## src/rtl/a2d_arb_pkg.sv

```systemverilog
// Shared types and default widths for the A2D converter arbiter.
package a2d_arb_pkg;
    localparam int DEF_CHNL_W = 3;
    localparam int DEF_DATA_W = 12;

    typedef enum logic [1:0] {IDLE, ISSUE, WAIT, DONE} state_t;

    // 0 = IR sensor / PI sequencer, 1 = battery/aux monitor
    typedef logic owner_t;
endpackage

```

## src/rtl/a2d_conv_arbiter_if.sv

```systemverilog
// Requester + A2D bus for the arbiter; slave = arbiter side, master = requesters/converter side.
interface a2d_conv_arbiter_if
    import a2d_arb_pkg::*;
#(
    parameter int CHNL_W = DEF_CHNL_W,
    parameter int DATA_W = DEF_DATA_W
) ();
    logic              req0_vld,  req1_vld;
    logic [CHNL_W-1:0] req0_chnnl, req1_chnnl;
    logic              req0_lock, req1_lock;
    logic              req0_gnt,  req1_gnt;
    logic              req0_done, req1_done;
    logic              strt_cnv;
    logic [CHNL_W-1:0] a2d_chnnl;
    logic              cnv_cmplt;
    logic [DATA_W-1:0] a2d_res;
    logic [DATA_W-1:0] res;
    logic              busy;
    logic              timeout_err;
    logic              clr_err;

    modport slave (
        input  req0_vld, req0_chnnl, req0_lock, req1_vld, req1_chnnl, req1_lock,
        input  cnv_cmplt, a2d_res, clr_err,
        output req0_gnt, req0_done, req1_gnt, req1_done,
        output strt_cnv, a2d_chnnl, res, busy, timeout_err
    );

    modport master (
        output req0_vld, req0_chnnl, req0_lock, req1_vld, req1_chnnl, req1_lock,
        output cnv_cmplt, a2d_res, clr_err,
        input  req0_gnt, req0_done, req1_gnt, req1_done,
        input  strt_cnv, a2d_chnnl, res, busy, timeout_err
    );
endinterface

```

## src/rtl/a2d_timeout_timer.sv

```systemverilog
// Saturating WAIT-state timer; expire is high while the count sits at LIMIT-1.
module a2d_timeout_timer #(
    parameter int LIMIT = 4096
) (
    input  logic clk,
    input  logic rst,
    input  logic clear,
    input  logic en,
    output logic expire
);
    localparam int W = $clog2(LIMIT);
    localparam logic [W-1:0] LAST = W'(LIMIT - 1);

    logic [W-1:0] cnt;

    always_ff @(posedge clk or posedge rst) begin
        if (rst)
            cnt <= '0;
        else if (clear)
            cnt <= '0;
        else if (en && cnt != '1)
            cnt <= cnt + W'(1);
    end

    assign expire = (cnt == LAST);
endmodule

```

## src/rtl/a2d_conv_arbiter.sv

```systemverilog
// Round-robin arbiter sharing one A2D converter between two requesters, with hung-converter timeout.
// Optional A2D_ARB_LOCK_EN: owner's lock in DONE keeps the grant for its next request.
module a2d_conv_arbiter
    import a2d_arb_pkg::*;
#(
    parameter int CHNL_W      = DEF_CHNL_W,
    parameter int DATA_W      = DEF_DATA_W,
    parameter int TIMEOUT_CYC = 4096
) (
    input  logic             clk,
    input  logic             rst,
    a2d_conv_arbiter_if.slave bus
);
    state_t            state;
    owner_t            owner, rr_ptr, pick;
    logic              go;
    logic [1:0]        gnt, done;
    logic              strt_cnv, timeout_err, tmr_expire;
    logic [CHNL_W-1:0] a2d_chnnl;
    logic [DATA_W-1:0] res;

`ifdef A2D_ARB_LOCK_EN
    logic lock_owner, owner_lock;
`else
    logic unused_lock;
    assign unused_lock = bus.req0_lock ^ bus.req1_lock;
`endif

    always_comb begin
        pick = rr_ptr ? bus.req1_vld : !bus.req0_vld;
        go   = bus.req0_vld | bus.req1_vld;
`ifdef A2D_ARB_LOCK_EN
        owner_lock = owner ? bus.req1_lock : bus.req0_lock;
        if (lock_owner && owner_lock) begin
            pick = owner;
            go   = owner ? bus.req1_vld : bus.req0_vld;
        end
`endif
    end

    a2d_timeout_timer #(.LIMIT(TIMEOUT_CYC)) u_tmr (
        .clk    (clk),
        .rst    (rst),
        .clear  (state == ISSUE),
        .en     (state == WAIT),
        .expire (tmr_expire)
    );

    always_ff @(posedge clk or posedge rst) begin
        if (rst) begin
            state       <= IDLE;
            owner       <= 1'b0;
            rr_ptr      <= 1'b0;
            gnt         <= '0;
            done        <= '0;
            strt_cnv    <= 1'b0;
            timeout_err <= 1'b0;
            a2d_chnnl   <= '0;
            res         <= '0;
`ifdef A2D_ARB_LOCK_EN
            lock_owner  <= 1'b0;
`endif
        end else begin
            strt_cnv <= 1'b0;
            done     <= '0;
            // a timeout set later in this block overrides a same-cycle clear
            if (bus.clr_err)
                timeout_err <= 1'b0;
            case (state)
                IDLE: begin
`ifdef A2D_ARB_LOCK_EN
                    if (lock_owner && !owner_lock)
                        lock_owner <= 1'b0;
`endif
                    if (go) begin
                        owner     <= pick;
                        a2d_chnnl <= pick ? bus.req1_chnnl : bus.req0_chnnl;
                        gnt       <= pick ? 2'b10 : 2'b01;
                        strt_cnv  <= 1'b1;
                        state     <= ISSUE;
                    end
                end
                ISSUE: state <= WAIT;
                WAIT: begin
                    if (bus.cnv_cmplt) begin
                        res   <= bus.a2d_res;
                        done  <= owner ? 2'b10 : 2'b01;
                        state <= DONE;
                    end else if (tmr_expire) begin
                        res         <= '0;
                        timeout_err <= 1'b1;
                        done        <= owner ? 2'b10 : 2'b01;
                        state       <= DONE;
                    end
                end
                DONE: begin
                    gnt   <= '0;
                    state <= IDLE;
`ifdef A2D_ARB_LOCK_EN
                    if (owner_lock)
                        lock_owner <= 1'b1;
                    else
                        rr_ptr <= ~owner;
`else
                    rr_ptr <= ~owner;
`endif
                end
                default: state <= IDLE;
            endcase
        end
    end

    assign bus.req0_gnt    = gnt[0];
    assign bus.req1_gnt    = gnt[1];
    assign bus.req0_done   = done[0];
    assign bus.req1_done   = done[1];
    assign bus.strt_cnv    = strt_cnv;
    assign bus.a2d_chnnl   = a2d_chnnl;
    assign bus.res         = res;
    assign bus.busy        = (state != IDLE);
    assign bus.timeout_err = timeout_err;
endmodule
```

## src/flat_wrapper.sv

```systemverilog
// flat-port wrapper written by rule: the top's interface ports become plain ports
module a2d_conv_arbiter_flat import a2d_arb_pkg::*;
#(
    parameter int CHNL_W      = DEF_CHNL_W,
    parameter int DATA_W      = DEF_DATA_W,
    parameter int TIMEOUT_CYC = 4096
)
  (clk, rst, bus_req0_vld, bus_req0_chnnl, bus_req0_lock, bus_req1_vld, bus_req1_chnnl, bus_req1_lock, bus_cnv_cmplt, bus_a2d_res, bus_clr_err, bus_req0_gnt, bus_req0_done, bus_req1_gnt, bus_req1_done, bus_strt_cnv, bus_a2d_chnnl, bus_res, bus_busy, bus_timeout_err);
  a2d_conv_arbiter_if #(.CHNL_W(CHNL_W), .DATA_W(DATA_W)) bus_i ();
  input  logic clk;
  input  logic rst;
  input wire logic [$bits(bus_i.req0_vld)-1:0] bus_req0_vld;
  input wire logic [$bits(bus_i.req0_chnnl)-1:0] bus_req0_chnnl;
  input wire logic [$bits(bus_i.req0_lock)-1:0] bus_req0_lock;
  input wire logic [$bits(bus_i.req1_vld)-1:0] bus_req1_vld;
  input wire logic [$bits(bus_i.req1_chnnl)-1:0] bus_req1_chnnl;
  input wire logic [$bits(bus_i.req1_lock)-1:0] bus_req1_lock;
  input wire logic [$bits(bus_i.cnv_cmplt)-1:0] bus_cnv_cmplt;
  input wire logic [$bits(bus_i.a2d_res)-1:0] bus_a2d_res;
  input wire logic [$bits(bus_i.clr_err)-1:0] bus_clr_err;
  output wire logic [$bits(bus_i.req0_gnt)-1:0] bus_req0_gnt;
  output wire logic [$bits(bus_i.req0_done)-1:0] bus_req0_done;
  output wire logic [$bits(bus_i.req1_gnt)-1:0] bus_req1_gnt;
  output wire logic [$bits(bus_i.req1_done)-1:0] bus_req1_done;
  output wire logic [$bits(bus_i.strt_cnv)-1:0] bus_strt_cnv;
  output wire logic [$bits(bus_i.a2d_chnnl)-1:0] bus_a2d_chnnl;
  output wire logic [$bits(bus_i.res)-1:0] bus_res;
  output wire logic [$bits(bus_i.busy)-1:0] bus_busy;
  output wire logic [$bits(bus_i.timeout_err)-1:0] bus_timeout_err;
  assign bus_i.req0_vld = bus_req0_vld;
  assign bus_i.req0_chnnl = bus_req0_chnnl;
  assign bus_i.req0_lock = bus_req0_lock;
  assign bus_i.req1_vld = bus_req1_vld;
  assign bus_i.req1_chnnl = bus_req1_chnnl;
  assign bus_i.req1_lock = bus_req1_lock;
  assign bus_i.cnv_cmplt = bus_cnv_cmplt;
  assign bus_i.a2d_res = bus_a2d_res;
  assign bus_i.clr_err = bus_clr_err;
  assign bus_req0_gnt = bus_i.req0_gnt;
  assign bus_req0_done = bus_i.req0_done;
  assign bus_req1_gnt = bus_i.req1_gnt;
  assign bus_req1_done = bus_i.req1_done;
  assign bus_strt_cnv = bus_i.strt_cnv;
  assign bus_a2d_chnnl = bus_i.a2d_chnnl;
  assign bus_res = bus_i.res;
  assign bus_busy = bus_i.busy;
  assign bus_timeout_err = bus_i.timeout_err;
  a2d_conv_arbiter #(.CHNL_W(CHNL_W), .DATA_W(DATA_W), .TIMEOUT_CYC(TIMEOUT_CYC)) u_core (.clk(clk), .rst(rst), .bus(bus_i));
endmodule
```

## config.mk

```make
export PLATFORM = sky130hd
export DESIGN_NAME = a2d_conv_arbiter_flat
export DESIGN_NICKNAME = d
export VERILOG_FILES = /design/src/rtl/a2d_arb_pkg.sv /design/src/rtl/a2d_conv_arbiter_if.sv /design/src/rtl/a2d_timeout_timer.sv /design/src/rtl/a2d_conv_arbiter.sv /design/src/flat_wrapper.sv
export SDC_FILE = /design/constraint.sdc
export NUM_CORES = 1
export LEC_CHECK = 0
export BUFFER_PORTS_ARGS = -buffer_cell sky130_fd_sc_hd__buf_2
export CORE_MARGIN = 10
export CORE_UTILIZATION = 25
export CTS_CLUSTER_DIAMETER = 30
export DETAILED_ROUTE_END_ITERATION = 7
export GPL_ROUTABILITY_DRIVEN = 0
export PLACE_DENSITY_LB_ADDON = 0.25
export SYNTH_ARGS = -nofsm -noshare
export SYNTH_HDL_FRONTEND = slang
export SYNTH_HIERARCHICAL = 1
export SYNTH_SLANG_ARGS = --single-unit
```

## constraint.sdc

```tcl
create_clock -name clk -period 2.1 [get_ports clk]
set_input_delay 0.105 -clock clk [delete_from_list [all_inputs] [get_ports clk]]
set_output_delay 0.105 -clock clk [all_outputs]
set_load 0.01 [all_outputs]
```

==> results of run 1 <==
worst max-delay path, cell delays in order (launching register included):
cell and delay, ps:
dfrtp_1 420, and4_2 300, nand2_1 80, nor3_1 350, nor2_1 80, a22oi_1 210
mux2_2 360
area by class of cell:
cell class	instances	share of cell area (%)
well taps	96	5.29
inverters	9	1.49
clock buffers	7	4.24
multi-input cells	114	34.2
flip-flops and latches	37	40.8
repair buffers	56	13.8
clock inverters	1	0.220
per-stage QoR:
stage | total power, uW | setup WS [ps] | utilization (%) | hold WS, ps
global route | 2960 | 34.4 | 33.4 | 24.6
floorplan | 1780 | 365 | - | -30.3
finish | 2740 | 195 | 33.4 | 38.6
global placement | 2210 | 229 | 31.6 | 167
CTS | 2780 | 165 | 33.4 | 24.1
detailed placement | 2220 | 181 | 31.6 | 162
registers in the layout, summed over array words and instances, names as in the netlist:
name                    flops
u_core/bus.res             12
u_core/u_tmr/cnt           12
u_core/bus.a2d_chnnl        3
u_core/done                 2
u_core/gnt                  2
u_core/state                2
u_core/bus.strt_cnv         1
u_core/bus.timeout_err      1
u_core/owner                1
u_core/rr_ptr               1
layout by cell type (no fill, tap or decap), types with 2 or more instances in the layout:
cell	count
buf_2	45
dfrtp_1	37
nor2_1	13
a22o_1	12
a21oi_1	12
inv_1	9
buf_4	9
clkbuf_8	7
nand2_1	7
o21ai_0	7
nand3_1	5
ha_1	5
and2_1	4
a31oi_1	4
nor3_1	4
nand2b_1	3
nor2b_1	3
dlygate4sd3_1	2
mux2_2	2
nand4_1	2
xnor2_1	2
and4_1	2
a31o_2	2
a311oi_1	2
nand3b_1	2
o41ai_2	2
Yosys cell counts (2+ instances only):
cell type and count:
nand3_1 5, nor3_1 4, o41ai_2 2, xnor2_1 2, and2_1 4, a311oi_1 2
ha_1 5, nor2b_1 3, a22o_1 12, nand4_1 2, nor2_1 13, a31o_2 2
a31oi_1 4, mux2_2 2, dfrtp_1 37, buf_2 3, nand3b_1 2, nand2b_1 3
inv_1 9, and4_1 2, nand2_1 7, a21oi_1 12, o21ai_0 7
logic make-up after synthesis:
group	count (synthesis)	synth area share [%]
XOR/XNOR	3	1.50
multiplexers	3	1.85
buffers and inverters	13	2.99
AO/OA/AOI/OAI	49	20.2
AND/OR/NAND/NOR	54	17.2
flip-flops	37	52.7
adder cells (fa/ha/maj)	5	3.56
how the worst max path moves through the flow:
stage                   startpoint               to  slack, ps  cells past startpoint
2_1_floorplan  u_core/u_tmr/cnt[3]  u_core/state[1]        360                      6
3_3_place_gp   u_core/u_tmr/cnt[6]  u_core/state[1]        230                      6
3_5_place_dp   u_core/u_tmr/cnt[6]  u_core/state[1]        180                      6
4_1_cts        u_core/u_tmr/cnt[6]  u_core/state[1]        170                      6
5_1_grt        u_core/u_tmr/cnt[6]  u_core/state[1]         30                      6
6_report       u_core/u_tmr/cnt[6]  u_core/state[1]        190                      6
power breakdown:
part	internal, uW	switching (uW)	total, uW
Clock	297	251	548
Combinational	502	585	1090
Sequential	954	150	1100
Total	1750	986	2740
per-layer routing:
layer  track usage [%]  up-vias  share of wire (%)
met5                 0        -                  0
met4              2.98        0                1.0
met3              3.47        5                6.4
met2              12.7       36                 46
met1              10.0      704                 47
li1                  -      715                  -
==> impl_metrics.sql, run 1 <==
INSERT INTO impl_metrics (metric_group, metric, value, unit) VALUES
('logic_synthesis', 'synth_top_flop_cell', 'dfrtp_1', ''),
('route', 'vias', '1460', ''),
('critical_path', 'r2r_cells', '6', ''),
('cells_and_area', 'seq_area', '926', 'um^2'),
('clocking', 'numCtsBuffers', '5', ''),
('logic_synthesis', 'asyncSetResetFlopFracSynth', '100', '%'),
('placed_design', 'io_buffer_count', '45', ''),
('clocking', 'cts.clk_slew.worst_paths', '80', 'ps'),
('route', 'detail_route.vias_per_cell', '4.56', ''),
('floorplan', 'io-pin-count', '48', ''),
('cells_and_area', 'layout-area-overhead-vs-synth', '29.4', '%'),
('logic_synthesis', 'post_synth_num_cell_types', '43', ''),
('timing', 'worstMarginPinSlew', '487', 'ps'),
('critical_path', 'worst_r2r_startpoint', 'u_core/u_tmr/cnt[6]', ''),
('timing', 'final_hold_viol_count', '0', ''),
('placed_design', 'detailedPlacementHpwl', '3340', 'um'),
('cells_and_area', 'multi_input_area', '777', 'um^2'),
('floorplan', 'initial_core_util', '25.8', '%'),
('timing', 'unrepaired_setup_endpoints_after_global_routing', 'no', ''),
('logic_synthesis', 'syn-mean-instance-area', '10.7', 'um^2'),
('floorplan', 'die_area', '10800', 'um^2'),
('clocking', 'cts_repair_resize_count', '0', ''),
('logic_synthesis', 'synth_nets', '195', ''),
('critical_path', 'critical_path_arrival', '2070', 'ps'),
('clocking', 'postCtsSetupRepairBufs', '0', ''),
('hold_path', 'min-delay-path-class', 'in -> reg', ''),
('critical_path', 'worst-r2r-setup-slack', '190', 'ps'),
('logic_synthesis', 'synthesis.instances', '164', ''),
('job', 'timing.max_cap.violations', '0', ''),
('placed_design', 'dpl-instance-area', '2150', 'um^2'),
('logic_synthesis', 'post-synth-top-area-fraction', '52.7', '%'),
('global_routing', 'number_of_global_route_vias_before_repair', '1525', ''),
('route', 'drt_iter0_drc', '33', ''),
('clocking', 'cts_root_buffer', 'clkbuf_8', ''),
('critical_path', 'startpoint_type', 'flip-flop', ''),
('power', 'pwr_dens', '1210', 'nW/um^2'),
('cells_and_area', 'finish.net_count', '254', ''),
('critical_path', 'worst_ep_required_time', '2270', 'ps'),
('global_routing', 'grt_max_degree', '26', ''),
('cells_and_area', 'number_of_inserted_filler_cells_in_the_final_layout', '713', ''),
('floorplan', 'fp-row-count', '30', ''),
('clocking', 'insertion_delay', '280', 'ps'),
('clocking', 'ctsHoldBuffers', '2', ''),
('global_routing', 'overall_fraction_of_global_route_tracks_in_use', '8.25', '%'),
('clocking', 'max-clock-path-buffers', '2', ''),
('hold_path', 'worst_hold_path.endpoint', 'u_core/bus.res[5]', ''),
('route', 'antenna_left', '0', ''),
('floorplan', 'die_height', '104', 'um'),
('logic_synthesis', 'ys_ff_latch', '37', ''),
('logic_synthesis', 'synth_largest_area_cell', 'dfrtp_1', ''),
('power', 'irDropWorstVdd', '0.000555', 'V'),
('hold_path', 'hold_path.startpoint', 'bus_a2d_res[5]', ''),
('timing', 'final-max-slew-violation-count', '0', ''),
('timing', 'max-slew-margin-rel', '67.5', '%'),
('logic_synthesis', 'netlist_top_cells_area', 'dfrtp_1, a22o_1, ha_1', ''),
('timing', 'fin_skew', '4.80', 'ps'),
('critical_path', 'criticalPathCategory', 'reg -> reg', ''),
('critical_path', 'critical_path.reg2reg.endpoint', 'u_core/state[1]', ''),
('cells_and_area', 'fin_area', '2270', 'um^2'),
('timing', 'tns', '0', 'ps'),
('clocking', 'max_h_tree_level', '2', ''),
('cells_and_area', 'fraction_of_final_layout_cells_with_drive_strength_greater_than_1', '33.5', '%'),
('hold_path', 'worst_hold_depth', '2', ''),
('outcome', 'status', 'finished clean', ''),
('critical_path', 'critPathCaptureType', 'flip-flop', ''),
('global_routing', 'globalRouteOverflowTotal', '0', ''),
('cells_and_area', 'diodes', '0', ''),
('timing', 'finalSetupViolCount', '0', ''),
('route', 'detail_route.first_pass.iterations', '4', ''),
('timing', 'layout_worst_path_cycle_share', '90.7', '%'),
('logic_synthesis', 'synth_sequential_area_ratio', '52.7', '%');
Note: power is estimated with default switching activity, not from simulation.
==> inputs of run 2 (changes only) <==
- clock period: 2.1 -> 1.8 ns (I/O delays scaled with it)
==> impl_metrics.sql, run 2 (synthesis gave the netlist of run 1 again) <==
INSERT INTO impl_metrics (metric_group, metric, value, unit) VALUES
('cells_and_area', 'seq_area', '926', 'um^2'),
('global_routing', 'number_of_global_route_vias_before_repair', '1601', ''),
('critical_path', 'worst_r2r_startpoint', 'u_core/state[0]', ''),
('placed_design', 'numPlacedInstances', '316', ''),
('critical_path', 'worst_setup_path_startpoint', 'u_core/state[0]', ''),
('critical_path', 'critPathCaptureType', 'flip-flop', ''),
('floorplan', 'die_height', '104', 'um'),
('timing', 'final_hold_viol_count', '0', ''),
('floorplan', 'io-pin-count', '48', ''),
('global_routing', 'grt_max_degree', '26', ''),
('clocking', 'numCtsBuffers', '5', ''),
('cells_and_area', 'diodes', '0', ''),
('global_routing', 'gr-usage-met2', '12.9', '%'),
('timing', 'final-max-slew-violation-count', '0', ''),
('critical_path', 'worstSetupEndpoint', 'u_core/u_tmr/cnt[10]', ''),
('clocking', 'tritoncts', 'done', ''),
('cells_and_area', 'layout-area-overhead-vs-synth', '33.6', '%'),
('critical_path', 'criticalPathCategory', 'reg -> reg', ''),
('timing', 'maximum_clock_rate', '606', 'MHz'),
('timing', 'finalSetupViolCount', '0', ''),
('timing', 'finalCriticalPeriod', '1650', 'ps'),
('route', 'vias', '1496', ''),
('floorplan', 'die_x', '104', 'um'),
('route', 'detail_route.vias_per_cell', '4.59', ''),
('timing', 'layout_worst_path_cycle_share', '91.6', '%'),
('cells_and_area', 'multi_input_area', '821', 'um^2'),
('floorplan', 'core', '6790', 'um^2'),
('placed_design', 'detailedPlacementHpwl', '3380', 'um'),
('floorplan', 'initial_core_util', '25.8', '%'),
('cells_and_area', 'fraction_of_final_layout_cells_with_drive_strength_greater_than_1', '37.8', '%'),
('timing', 'worstMarginPinSlew', '591', 'ps'),
('hold_path', 'min-delay-path-class', 'in -> reg', ''),
('clocking', 'postCtsSetupRepairBufs', '0', ''),
('route', 'postRouteWirelength', '4490', 'um'),
('power', 'irDropWorstVdd', '0.000745', 'V'),
('cells_and_area', 'finish.net_count', '260', ''),
('route', 'drc', '0', ''),
('power', 'lkg_pwr', '0.00113', 'uW'),
('job', 'timing.max_cap.violations', '0', ''),
('cells_and_area', 'biggestRegsByFlops', 'u_core/bus.res: 12 flops, u_core/u_tmr/cnt: 12 flops, u_core/bus.a2d_chnnl: 3 flops', ''),
('clocking', 'cts_root_buffer', 'clkbuf_8', ''),
('timing', 'max-slew-margin-rel', '60.6', '%'),
('clocking', 'max-clock-path-buffers', '2', ''),
('clocking', 'insertion_delay', '280', 'ps'),
('floorplan', 'die_area', '10800', 'um^2'),
('clocking', 'cts.clk_slew.worst_paths', '80', 'ps'),
('cells_and_area', 'number_of_standard_cells_in_the_final_layout_excluding_fillers', '326', ''),
('global_routing', 'grt_most_used_layer', 'met2', ''),
('cells_and_area', 'layout.cells.most_common_list', 'buf_2, dfrtp_1, buf_4, nor2_1', ''),
('critical_path', 'worst_ep_required_time', '1950', 'ps'),
('floorplan', 'fp-row-count', '30', ''),
('cells_and_area', 'final_common_cell', 'buf_2', ''),
('critical_path', 'critical_path.reg2reg.endpoint', 'u_core/u_tmr/cnt[10]', ''),
('route', 'detail_route.first_pass.iterations', '4', ''),
('global_routing', 'grt.met3_usage', '4.09', '%'),
('cells_and_area', 'post-route-util', '34.5', '%'),
('clocking', 'max_h_tree_level', '2', ''),
('route', 'drt-wirelength-per-cell', '13.8', 'um'),
('global_routing', 'met1_usage', '10.2', '%'),
('power', 'pwr_dens', '1340', 'nW/um^2'),
('placed_design', 'io_buffer_count', '45', ''),
('critical_path', 'r2r_cells', '6', ''),
('outcome', 'status', 'finished clean', ''),
('global_routing', 'globalRouteOverflowTotal', '0', ''),
('cells_and_area', 'number_of_inserted_filler_cells_in_the_final_layout', '701', ''),
('critical_path', 'startpoint_type', 'flip-flop', ''),
('critical_path', 'critical_path_arrival', '1800', 'ps'),
('critical_path', 'worst-r2r-setup-slack', '150', 'ps'),
('global_routing', 'overall_fraction_of_global_route_tracks_in_use', '8.31', '%'),
('route', 'antenna_left', '0', ''),
('timing', 'hold_slack', '24.3', 'ps'),
('timing', 'fin_skew', '4.62', 'ps'),
('clocking', 'cts_sinks', '37', ''),
('route', 'drt_iter0_drc', '60', ''),
('global_routing', 'grt_first_pass_wirelength', '7590', 'um'),
('global_routing', 'grt_antenna_before_repair', '0', ''),
('critical_path', 'critPathMaxFanout', '5', '');
run 2: changes by cell type in the layout (fill, tap and decap cells not counted), moves of 2 or more:
| cell | before | now |
|---|---|---|
| nor3_1 | 4 | 2 |
| clkbuf_8 | 7 | 5 |
| ha_1 | 5 | 3 |
| buf_4 | 9 | 15 |
run 2: final cells by class:
| cell class | instances | share of cell area [%] |
|---|---|---|
| clock buffers | 5 | 2.93 |
| clock inverters | 3 | 0.747 |
| inverters | 9 | 1.44 |
| multi-input cells | 114 | 35.0 |
| flip-flops and latches | 37 | 39.5 |
| well taps | 96 | 5.12 |
| repair buffers | 62 | 15.3 |
run 2: worst min-delay path by stage:
| stage | slack, ps | cells past startpoint | from | endpoint |
|---|---|---|---|---|
| CTS | 10 | 2 | bus_a2d_res[6] | u_core/bus.res[6] |
| global route | 20 | 2 | bus_a2d_res[7] | u_core/bus.res[7] |
| global placement | 150 | 2 | rst | u_core/u_tmr/cnt[7] |
| floorplan | -50 | 1 | rst | u_core/u_tmr/cnt[0] |
| detailed placement | 160 | 2 | rst | u_core/u_tmr/cnt[3] |
| finish | 20 | 2 | bus_a2d_res[7] | u_core/bus.res[7] |
run 2: routing by layer:
layer  routed length, um  vias to the layer above
met2                2040                       46
met5                   0                        -
li1                    -                      732
met4                  27                        0
met1                2030                      714
met3                 389                        4
run 2: stage by stage:
step | power [uW] | instance area (um^2) | TNS, ps | setup slack, ps
after floorplan | 2080 | 1760 | 0 | 64.9
after global placement | 2560 | 2190 | 0 | 63.3
after detailed placement | 2570 | 2190 | 0 | 20.4
after CTS | 3170 | 2300 | 0 | 1.88
after global routing | 3410 | 2340 | -6.40 | -6.40
final | 3150 | 2340 | 0 | 151
run 2: power by group:
group          total, uW  switching [uW]  internal (uW)
clock                572             305            267
combinational       1290             695            593
sequential          1290             174           1110
total               3150            1170           1970
run 2: what timing repair did:
action	4_1_cts	5_1_grt
setup endpoints to repair	0	18
hold buffers	2	0
hold endpoints to repair	38	0
resized for setup	0	8
run 2: critical path, stage by stage (launching register included):
cell     delay [ps]
dfrtp_1         420
inv_1           130
ha_4            170
nand3_1         130
or3_4           380
o21ai_0         190
o41ai_2         100
==> inputs of run 3 (changes only) <==
- CTS_BUF_LIST: unset -> sky130_fd_sc_hd__clkbuf_16
==> impl_metrics.sql, run 3 (synthesis gave the netlist of run 1 again) <==
INSERT INTO impl_metrics (metric_group, metric, value, unit) VALUES
('cells_and_area', 'finish.net_count', '260', ''),
('route', 'detail_route.first_pass.iterations', '4', ''),
('timing', 'final-max-slew-violation-count', '0', ''),
('global_routing', 'grt_antenna_before_repair', '0', ''),
('outcome', 'status', 'finished clean', ''),
('route', 'drt_iter0_drc', '59', ''),
('floorplan', 'fp-row-count', '30', ''),
('route', 'drt-wirelength-per-cell', '13.9', 'um'),
('cells_and_area', 'biggestRegsByFlops', 'u_core/bus.res: 12 flops, u_core/u_tmr/cnt: 12 flops, u_core/bus.a2d_chnnl: 3 flops', ''),
('hold_path', 'min-delay-path-class', 'in -> reg', ''),
('floorplan', 'initial_core_util', '25.8', '%'),
('critical_path', 'r2r_cells', '6', ''),
('clocking', 'cts.clk_slew.worst_paths', '60', 'ps'),
('critical_path', 'critPathCaptureType', 'flip-flop', ''),
('placed_design', 'io_buffer_count', '45', ''),
('route', 'vias', '1495', ''),
('floorplan', 'die_x', '104', 'um'),
('clocking', 'cts_sinks', '37', ''),
('critical_path', 'worst_setup_path_startpoint', 'u_core/state[0]', ''),
('timing', 'finalSetupViolCount', '0', ''),
('cells_and_area', 'layout.cells.most_common_list', 'buf_2, dfrtp_1, buf_4, nor2_1', ''),
('critical_path', 'worstSetupEndpoint', 'u_core/u_tmr/cnt[10]', ''),
('timing', 'hold_slack', '34.2', 'ps'),
('power', 'irDropWorstVdd', '0.000810', 'V'),
('critical_path', 'critPathMaxFanout', '5', ''),
('clocking', 'numCtsBuffers', '5', ''),
('hold_path', 'worst_hold_depth', '2', ''),
('clocking', 'insertion_delay', '280', 'ps'),
('route', 'detail_route.vias_per_cell', '4.59', ''),
('clocking', 'cts_root_buffer', 'clkbuf_16', ''),
('global_routing', 'grt_first_pass_wirelength', '7630', 'um'),
('critical_path', 'cpMaxStageDelayCell', 'dfrtp_1', ''),
('global_routing', 'overall_fraction_of_global_route_tracks_in_use', '8.46', '%'),
('critical_path', 'critical_path_arrival', '1790', 'ps'),
('timing', 'layout_worst_path_cycle_share', '91.8', '%'),
('global_routing', 'number_of_global_route_vias_before_repair', '1607', ''),
('floorplan', 'core', '6790', 'um^2'),
('timing', 'final_hold_viol_count', '0', ''),
('timing', 'finalCriticalPeriod', '1650', 'ps'),
('critical_path', 'critical_path.cell_chain', 'inv_1, ha_4, nand3_1, or3_4, o21ai_0, o41ai_2', ''),
('global_routing', 'grt_max_degree', '26', ''),
('floorplan', 'io-pin-count', '48', ''),
('cells_and_area', 'fraction_of_final_layout_cells_with_drive_strength_greater_than_1', '37.8', '%'),
('route', 'wl_met3', '416', 'um'),
('global_routing', 'globalRouteOverflowTotal', '0', ''),
('clocking', 'tritoncts', 'done', ''),
('clocking', 'max-clock-path-buffers', '2', ''),
('floorplan', 'die_height', '104', 'um'),
('route', 'postRouteWirelength', '4530', 'um'),
('route', 'top_metal_used', 'met4', ''),
('job', 'timing.max_cap.violations', '0', ''),
('cells_and_area', 'final_common_cell', 'buf_2', ''),
('timing', 'fin_skew', '4.08', 'ps'),
('critical_path', 'startpoint_type', 'flip-flop', ''),
('timing', 'max-slew-margin-rel', '60.5', '%'),
('timing', 'maximum_clock_rate', '605', 'MHz'),
('critical_path', 'worst_ep_required_time', '1940', 'ps'),
('placed_design', 'detailedPlacementHpwl', '3380', 'um'),
('critical_path', 'criticalPathCategory', 'reg -> reg', ''),
('route', 'antenna_left', '0', ''),
('route', 'met2_wire_length', '1990', 'um'),
('critical_path', 'worst_r2r_startpoint', 'u_core/state[0]', ''),
('timing', 'worstMarginPinSlew', '593', 'ps'),
('floorplan', 'die_area', '10800', 'um^2'),
('critical_path', 'critical_path.reg2reg.endpoint', 'u_core/u_tmr/cnt[10]', ''),
('critical_path', 'worst-r2r-setup-slack', '150', 'ps'),
('timing', 'tns', '0', 'ps'),
('clocking', 'max_h_tree_level', '2', ''),
('route', 'detail_route.wirelength.met1', '2050', 'um'),
('cells_and_area', 'diodes', '0', ''),
('power', 'lkg_pwr', '0.00116', 'uW'),
('critical_path', 'worst_path_max_stage_delay', '410', 'ps'),
('cells_and_area', 'layout-area-overhead-vs-synth', '36.8', '%'),
('power', 'pwr_dens', '1430', 'nW/um^2'),
('route', 'drc', '0', '');
==> run 3: cell counts in the layout (fill, tap and decap cells not counted) <==
Identical to the previous run, type by type.
==> run 3: how the worst min path moves through the flow <==
stage | slack [ps] | startpoint | to
floorplan | -50 | rst | u_core/u_tmr/cnt[0]
finish | 30 | bus_a2d_res[7] | u_core/bus.res[7]
CTS | 30 | bus_a2d_res[6] | u_core/bus.res[6]
detailed placement | 160 | rst | u_core/u_tmr/cnt[3]
global placement | 150 | rst | u_core/u_tmr/cnt[7]
global route | 30 | bus_a2d_res[7] | u_core/bus.res[7]
==> run 3: where the power goes <==
part	leakage [uW]	switching, uW	internal, uW
registers	0.000474	174	1110
logic	0.000615	696	593
clock network	0.0000696	340	507
==> run 3: critical path: cells and delay by family, from the launching register on <==
kind | cells | cell delay, ps
AOI/OAI and AO/OA | 2 | 290
and+or+nand+nor | 2 | 510
adders and majority gates | 1 | 170
DFF | 1 | 410
buffers and inverters | 1 | 130
==> run 3: what timing repair did <==
action / CTS / global route
setup endpoints to repair: 0 / 17
hold buffers: 2 / 0
setup buffers: 0 / 0
endpoints found under the hold margin: 38 / 0
resized for setup: 0 / 8
==> run 3: final cells by class <==
class | instances | area, um^2
Tap cell | 96 | 120
Inverter | 9 | 33.8
Clock buffer | 5 | 125
Fill cell | 687 | 4390
Sequential cell | 37 | 926
Clock inverter | 3 | 17.5
Timing Repair Buffer | 62 | 358
Multi-Input combinational cell | 114 | 821
==> run 3: stage by stage <==
step / utilization, % / power (uW) / instance area, um^2 / cells / setup slack, ps
global placement: 32.3 / 2560 / 2190 / 316 / 63.3
detailed placement: 32.3 / 2570 / 2190 / 316 / 20.4
finish: 35.3 / 3420 / 2400 / 326 / 147
CTS: 34.7 / 3440 / 2360 / 326 / 7.13
global route: 35.3 / 3680 / 2400 / 326 / -0.498
floorplan: - / 2080 / 1760 / 164 / 64.9
==> run 3: per-layer routing <==
metal / vias to the layer above / GRT usage (%)
met5: - / 0
li1: 734 / -
met2: 52 / 12.9
met1: 700 / 10.2
met4: 0 / 2.88
met3: 9 / 4.09
